===== config.mk =====
export PLATFORM = sky130hd
export DESIGN_NAME = psum_drain_acc
export DESIGN_NICKNAME = d
export VERILOG_FILES = /design/src/rtl/psum_drain_acc_pkg.sv /design/src/rtl/psum_lane_acc.sv /design/src/rtl/psum_drain_acc.sv
export SDC_FILE = /design/constraint.sdc
export NUM_CORES = 1
export LEC_CHECK = 0
export BUFFER_PORTS_ARGS = -buffer_cell sky130_fd_sc_hd__buf_2
export CORE_ASPECT_RATIO = 0.75
export CORE_MARGIN = 3
export CORE_UTILIZATION = 35
export CTS_BUF_LIST = sky130_fd_sc_hd__clkbuf_4 sky130_fd_sc_hd__clkbuf_8 sky130_fd_sc_hd__clkbuf_16
export DETAILED_ROUTE_END_ITERATION = 8
export PLACE_DENSITY_LB_ADDON = 0.1
export SYNTH_ARGS = -nofsm -noshare
export SYNTH_HDL_FRONTEND = slang
export SYNTH_SLANG_ARGS = --single-unit

===== constraint.sdc =====
create_clock -name rd_clk -period 5.12 [get_ports rd_clk]
set_input_delay 0.256 -clock rd_clk [delete_from_list [all_inputs] [get_ports rd_clk]]
set_output_delay 0.256 -clock rd_clk [all_outputs]
set_load 0.03 [all_outputs]

===== src/rtl/psum_drain_acc_pkg.sv =====
// Shared types and helpers for the psum drain accumulator.
// Holds the FSM state type, default widths and lane sign extension.
package psum_drain_acc_pkg;

    localparam int BW_DEF      = 11;
    localparam int PSUM_BW_DEF = 16;
    localparam int LEN_BW_DEF  = 5;

    typedef enum logic [1:0] {
        IDLE,
        ACC,
        HOLD
    } state_t;

    // Sign-extend the low w bits of raw to 32 bits.
    function automatic logic [31:0] lane_sext(
        input logic [31:0] raw,
        input int unsigned w
    );
        logic [31:0] sh;
        sh = raw << (32 - w);
        return $signed(sh) >>> (32 - w);
    endfunction

endpackage


===== src/rtl/psum_lane_acc.sv =====
// One lane's signed wrapping accumulator.
// The sum output is the value the accumulator would take on the next enable.
module psum_lane_acc
    import psum_drain_acc_pkg::*;
#(
    parameter int bw      = BW_DEF,
    parameter int psum_bw = PSUM_BW_DEF
) (
    input  logic               rd_clk,
    input  logic               reset,
    input  logic               clear,
    input  logic               en,
    input  logic [bw-1:0]      lane,
    output logic [psum_bw-1:0] sum
);

    logic [psum_bw-1:0] acc;
    logic [psum_bw-1:0] ext;

    assign ext = psum_bw'(lane_sext(32'(lane), bw));
    assign sum = acc + ext;

    always_ff @(posedge rd_clk) begin
        if (reset || clear) begin
            acc <= '0;
        end else if (en) begin
            acc <= sum;
        end
    end

endmodule


===== src/rtl/psum_drain_acc.sv =====
// Drains SIMD partial-sum words from the output FIFO, sums acc_len words
// per lane and hands each result to the psum writer over valid/ready.
module psum_drain_acc
    import psum_drain_acc_pkg::*;
#(
    parameter int bw      = BW_DEF,
    parameter int simd    = 1,
    parameter int psum_bw = PSUM_BW_DEF,
    parameter int len_bw  = LEN_BW_DEF
) (
    input  logic                    rd_clk,
    input  logic                    reset,
    input  logic [simd*bw-1:0]      fifo_out,
    input  logic                    fifo_empty,
    output logic                    fifo_rd,
    input  logic                    start,
    input  logic [len_bw-1:0]       acc_len,
    input  logic [len_bw-1:0]       num_out,
    output logic [simd*psum_bw-1:0] out_data,
    output logic                    out_valid,
    input  logic                    out_ready,
    output logic                    busy,
    output logic                    done
);

    localparam logic [len_bw-1:0] ONE = 1;

    state_t state;
    state_t state_nx;

    logic [len_bw-1:0] acc_len_q;
    logic [len_bw-1:0] num_out_q;
    logic [len_bw-1:0] word_cnt;
    logic [len_bw-1:0] res_cnt;

    logic consume;
    logic last_word;
    logic last_res;
    logic hshk;
    logic job_go;
    logic zero_go;
    logic clr;

    logic [simd*psum_bw-1:0] sum_all;

    assign consume   = (state == ACC) && !fifo_empty;
    assign last_word = consume && (word_cnt == acc_len_q - ONE);
    assign hshk      = (state == HOLD) && out_ready;
    assign last_res  = (res_cnt == num_out_q - ONE);
    assign job_go    = (state == IDLE) && start
                       && (acc_len != '0) && (num_out != '0);
    assign zero_go   = (state == IDLE) && start
                       && ((acc_len == '0) || (num_out == '0));
    assign clr       = job_go || hshk;

    assign fifo_rd   = consume;
    assign out_valid = (state == HOLD);
    assign busy      = (state != IDLE);

    always_ff @(posedge rd_clk) begin
        if (reset) begin
            state <= IDLE;
        end else begin
            state <= state_nx;
        end
    end

    always_comb begin
        state_nx = state;
        unique case (state)
            IDLE: if (job_go) state_nx = ACC;
            ACC:  if (last_word) state_nx = HOLD;
            HOLD: if (hshk) state_nx = last_res ? IDLE : ACC;
            default: state_nx = IDLE;
        endcase
    end

    always_ff @(posedge rd_clk) begin
        if (reset) begin
            acc_len_q <= '0;
            num_out_q <= '0;
            word_cnt  <= '0;
            res_cnt   <= '0;
            out_data  <= '0;
            done      <= 1'b0;
        end else begin
            done <= zero_go || (hshk && last_res);
            if (job_go) begin
                acc_len_q <= acc_len;
                num_out_q <= num_out;
                word_cnt  <= '0;
                res_cnt   <= '0;
            end else if (hshk) begin
                word_cnt <= '0;
                res_cnt  <= res_cnt + ONE;
            end else if (consume) begin
                word_cnt <= word_cnt + ONE;
            end
            // Capture includes the word consumed on this same edge.
            if (last_word) begin
                out_data <= sum_all;
            end
        end
    end

    for (genvar i = 0; i < simd; i++) begin : g_lane
        psum_lane_acc #(
            .bw      (bw),
            .psum_bw (psum_bw)
        ) u_lane (
            .rd_clk (rd_clk),
            .reset  (reset),
            .clear  (clr),
            .en     (consume),
            .lane   (fifo_out[i*bw +: bw]),
            .sum    (sum_all[i*psum_bw +: psum_bw])
        );
    end

endmodule


# Word-level counts from Yosys, hierarchy flattened

Index checks and enable logic that the tools add are counted.

Register bits: 55
Input port bits: 26
Output and inout port bits: 20
Word-level logic and storage cells: 47

$add $sub $neg: 5
Eq/ne operators: 7
Muxes and demuxes: 5
Reductions and logical operators: 22

Operator list:

| cell                                             | number |
|---|---|
| adder 16 bit                                     | 1 |
| adder 5 x 1 -> 5 bit, second input constant      | 2 |
| == test 5 bit                                    | 2 |
| zero test 5 bit                                  | 2 |
| nonzero test 5 bit                               | 2 |
| subtractor 5 x 1 -> 5 bit, second input constant | 2 |
| logical AND 1 bit                                | 8 |
| 2-to-1 mux 2 bit                                 | 3 |
| case mux 2 bit (3 select lines)                  | 1 |
| logical OR 1 bit                                 | 4 |
| != test 2 bit, second input constant             | 2 |
| AND reduction 3 bit                              | 1 |
| OR reduction 3 bit                               | 1 |
| == test 2 x 1 -> 1 bit, second input constant    | 1 |
| == test 2 bit, second input constant             | 1 |
| zero test 2 bit                                  | 1 |
| != test 2 x 1 -> 1 bit, second input constant    | 1 |
| nonzero test 2 bit                               | 1 |
| OR reduction 2 bit                               | 1 |
| zero test 1 bit                                  | 1 |
| 2-to-1 mux 1 bit                                 | 1 |

# Logic depth before layout (Yosys ltp)

Depth after elaboration: 6
Mapped depth: 8
Gate-level depth less buffers: 8

# Modules after synthesis

Synthesis repeated with hierarchy kept, for this count alone.

Cells, all modules: 347
Area total of the unflattened synthesis: 3,174.3 um^2

By module, submodules not included:

| module         | times used | cells each | area an instance (um^2) | seq. area each (um^2) |
|---|---|---|---|---|
| psum_drain_acc | 1          | 182        | 1,745.4                 | 780.7 |
| psum_lane_acc  | 1          | 165        | 1,428.9                 | 320.3 |

# Least setup slack after synthesis

No wires, ideal clock.

Path kind: reg-to-reg
Start point: register g_lane[0].u_lane.acc[9]
End point: register g_lane[0].u_lane.acc[15]
Setup time: 69 ps
Data arrival time: 1,966 ps
Data required time: 5,051 ps
Slack: 3,085 ps
Cell stages (with the launch flop): 8
Buffers on the path: 0
Clock period less this slack: 2,035 ps
Path through: dfxtp_1 -> ha_1 -> and2_4 -> a221o_1 -> a31oi_2 -> o2111ai_1 -> a2111o_1 -> o21ai_1

Word-level cells in the longest chain between the ends: 1

Ends and longest elaborated chain:

| what                     | RTL line            | RTL |
|---|---|---|
| start: declaration       | psum_lane_acc.sv:17 | `logic [psum_bw-1:0] acc;` |
| start signal: assignment | psum_lane_acc.sv:27 | `acc <= sum;` |
| adder 16 bit             | psum_lane_acc.sv:21 | `assign sum = acc + ext;` |

No other way between the ends.
A chain may end at the register's enable or synchronous reset.

# Worst setup path in the final report

Start point: input acc_len[0]
End point: register g_lane[0].u_lane.acc[15]

Word-level cells in the longest chain between the ends: 5

Ends and longest elaborated chain:

| what                            | RTL line             | RTL |
|---|---|---|
| start: declaration              | psum_drain_acc.sv:17 | `input logic [len_bw-1:0] acc_len,` |
| nonzero test 5 bit              | psum_drain_acc.sv:51 | `&& (acc_len != '0) && (num_out != '0);` |
| logical AND 1 bit (2 in series) | psum_drain_acc.sv:51 |  |
| logical OR 1 bit                | psum_drain_acc.sv:54 | `assign clr = job_go \|\| hshk;` |
| logical OR 1 bit                | psum_lane_acc.sv:24  | `if (reset \|\| clear) begin` |

No other way between the ends.

==> results.cfg <==
[sta]
rsz0062_at_grt = false
setup_viol = 0
post-route-period-util = 0.509
finalSetupTns_ns = 0
maxSlewHeadroom = 0.384
clock.fmax_mhz = 384
finClkSkew_ns = 0.00540
tightest_slew_ns = 0.925
timing.final.hold_violations = 0
report.final.slew_viol_count = 0
min_period_ns = 2.61

[global_routing]
grt_pass1_vias = 2426
grt_overflow = 0
grt_max_degree = 37
grt_antenna_before_repair = 0
grt_usage = 0.152
grt_pass1_wl_mm = 12.4

[placement]
port_buffers = 45
gp_congestion = 0.817
dp_cells = 497
place_area_mm2 = 0.00339
place_hpwl_mm = 5.52

[synth]
ys_ff_latch = 55
muxShareOfSynthArea = 0.0579
synth_top_family_by_area = simple AND/OR/NAND/NOR gates
ys.flop_type = dfxtp_1
synth_warnings = 0
synth.avg_cell_area_um2 = 8.66
synth_area_mm2 = 0.00311
synthXorXnorAreaFrac = 0.0845
synth_edf_count = 0
synthCells = 359
synth.net_count = 405
synth_compound_area_frac = 0.164
synthArstFlopShare = 0
synthSimpleGateAreaFrac = 0.219
ys_types = 59
synthAdderAreaFrac = 0.0829
synth_seq_area_share = 0.354

[clock_tree]
clkTransAtPathRegs_ns = 0.07
cts_tree = done
cts_buffer_depth = 2
cts-resized-gates = 0
clk_latency_ns = 0.29
cts_root_buf = clkbuf_16
post_cts_buffers = 0
ctsHoldBuffers = 0
cts_buffers = 5
htree_levels = 2
cts_sinks = 55

[cells_and_area]
nets = 442
ff_latch_area_mm2 = 0.00110
instances_no_fill = 505
multi_input_area_mm2 = 0.00189
area_growth_pct = 14.3
drive_gt1_frac = 0.166
stdcell_area_mm2 = 0.00355
antennaDiodeCount = 0
fillers = 877

[worst_setup_path]
crit_path_max_fanout = 19
startpoint_type = input port
arrival_ns = 2.82
path_class = in -> reg
crit_path_end_kind = register
crit_required_ns = 5.34

[die]
initial_utilization = 0.363
die_h_um = 87.6
placeableCoreArea_mm2 = 0.00856
fp-row-count = 29
io_pins = 46
die_area_mm2 = 0.0101
die_w_um = 115

[drt]
drtPass1Iterations = 4
num_vias = 2578
drtIter0Drc = 93
ant_nets = 0
drt_wl_total_mm = 7.42
remaining_drc_errors = 0
vias_per_cell = 5.10
wl_per_cell_um = 14.7

[run]
cap_violations = 0

[pwr]
power_density_mw_per_mm2 = 269
vdd_drop_max_uv = 155
leakagePower_nw = 1.55

[run_status]
outcome = completed

[worst_hold_path]
hold_path.class = in -> reg
-- logic make-up (layout without fill, tap and decap cells) --
kind of cell,Yosys count,in the layout
xor+xnor,30,30
mux,18,18
flops,55,55
compound gates,76,76
simple gates,135,135
buf+inv,25,63
fa+ha+maj,20,20
-- final cells by class --
type | instances | share of cell area
clock buffers | 8 | 0.0451
flip-flops and latches | 55 | 0.310
inverters | 10 | 0.0120
multi-input cells | 279 | 0.532
well taps | 108 | 0.0380
repair buffers | 45 | 0.0634
-- Yosys cell counts, types with 3 or more instances --
cell type  instances  area, µm²
a21o_1             9       67.6
ha_1              19        238
nand2_1           43        161
clkbuf_1           9       33.8
nor2_1            35        131
buf_2              3       15.0
nand4_1            7       43.8
mux2i_1           18        180
dfxtp_1           55       1100
o21ai_0            5       25.0
o21bai_1           3       22.5
xnor2_1           16        140
nor4_1             3       18.8
a211oi_1           3       22.5
o211ai_1           5       37.5
nor3_1             7       35.0
a21oi_1           27        135
a31oi_1            6       37.5
inv_1              9       33.8
xor2_1            14        123
nand2b_1           6       37.5
o22ai_1            3       18.8
and3_1             3       18.8
nand3_1            8       40.0
-- cell usage in the layout, fill, tap and decap left out, drive strengths merged, types with 2 or more instances in the layout --
cell type	netlist	layout
a31oi	7	7
o211ai	5	5
clkbuf	10	8
nand2b	7	7
o21ai	7	7
and3	3	3
nand3b	3	3
or2	2	2
inv	9	9
nand2	43	43
mux2i	18	18
nor4	3	3
a211oi	3	3
nand3	8	8
or3	2	2
dfxtp	55	55
or4	2	2
nor2	37	37
a21oi	27	27
and2	2	2
xnor2	16	16
nor2b	2	2
a2111o	2	2
a21o	9	9
ha	19	19
nor3b	2	2
xor2	14	14
o22ai	3	3
buf	5	45
o21bai	3	3
nor3	7	7
nand4	8	8
-- metrics by stage --
step	hold WS, ns	setup slack [ns]	utilization	power (mW)
floorplan	0.400	3.08	-	0.564
global placement	0.439	2.28	0.396	0.601
detailed placement	0.450	2.21	0.396	0.602
CTS	0.210	2.49	0.415	0.967
global route	0.220	2.32	0.415	1.00
finish	0.216	2.51	0.415	0.955
-- final timing paths --
kind / startpoint / slack (ns) / cells past startpoint / endpoint
max: acc_len[0] / 2.51 / 6 / g_lane[0].u_lane.acc[15]$_SDFFE_PP0P_
min: acc_len[2] / 0.22 / 3 / acc_len_q[2]$_SDFFE_PP0P_
max reg2reg: state[0]$_SDFFE_PP0P_ / 2.56 / 6 / out_data[14]$_SDFFE_PP0P_
min reg2reg: out_data[11]$_SDFFE_PP0P_ / 0.46 / 2 / out_data[11]$_SDFFE_PP0P_
-- flip-flops by register name (all words and copies together), names as in the netlist --
signal	cells
done	1
res_cnt	5
word_cnt	5
num_out_q	5
out_data	16
g_lane.u_lane.acc	16
state	2
acc_len_q	5
-- worst max-delay path, cell delays in order --
cell	delay (ns)
buf_2	0.10
or4_1	0.59
o221ai_2	0.77
nand3b_2	0.57
a2111o_1	0.45
o21ai_1	0.08
-- routing by layer --
metal,global-route usage,wire length [µm],up-vias
li1,-,-,1350
met1,0.228,3990,1185
met2,0.227,3090,41
met3,0.0352,319,2
met4,0.0224,25,0
met5,0,0,-
-- power by group --
| group | switching (mW) | internal [mW] |
|---|---|---|
| logic | 0.0852 | 0.0581 |
| clock network | 0.149 | 0.214 |
| registers | 0.0100 | 0.438 |
| total | 0.244 | 0.711 |
(Power assumes the default switching activity.)
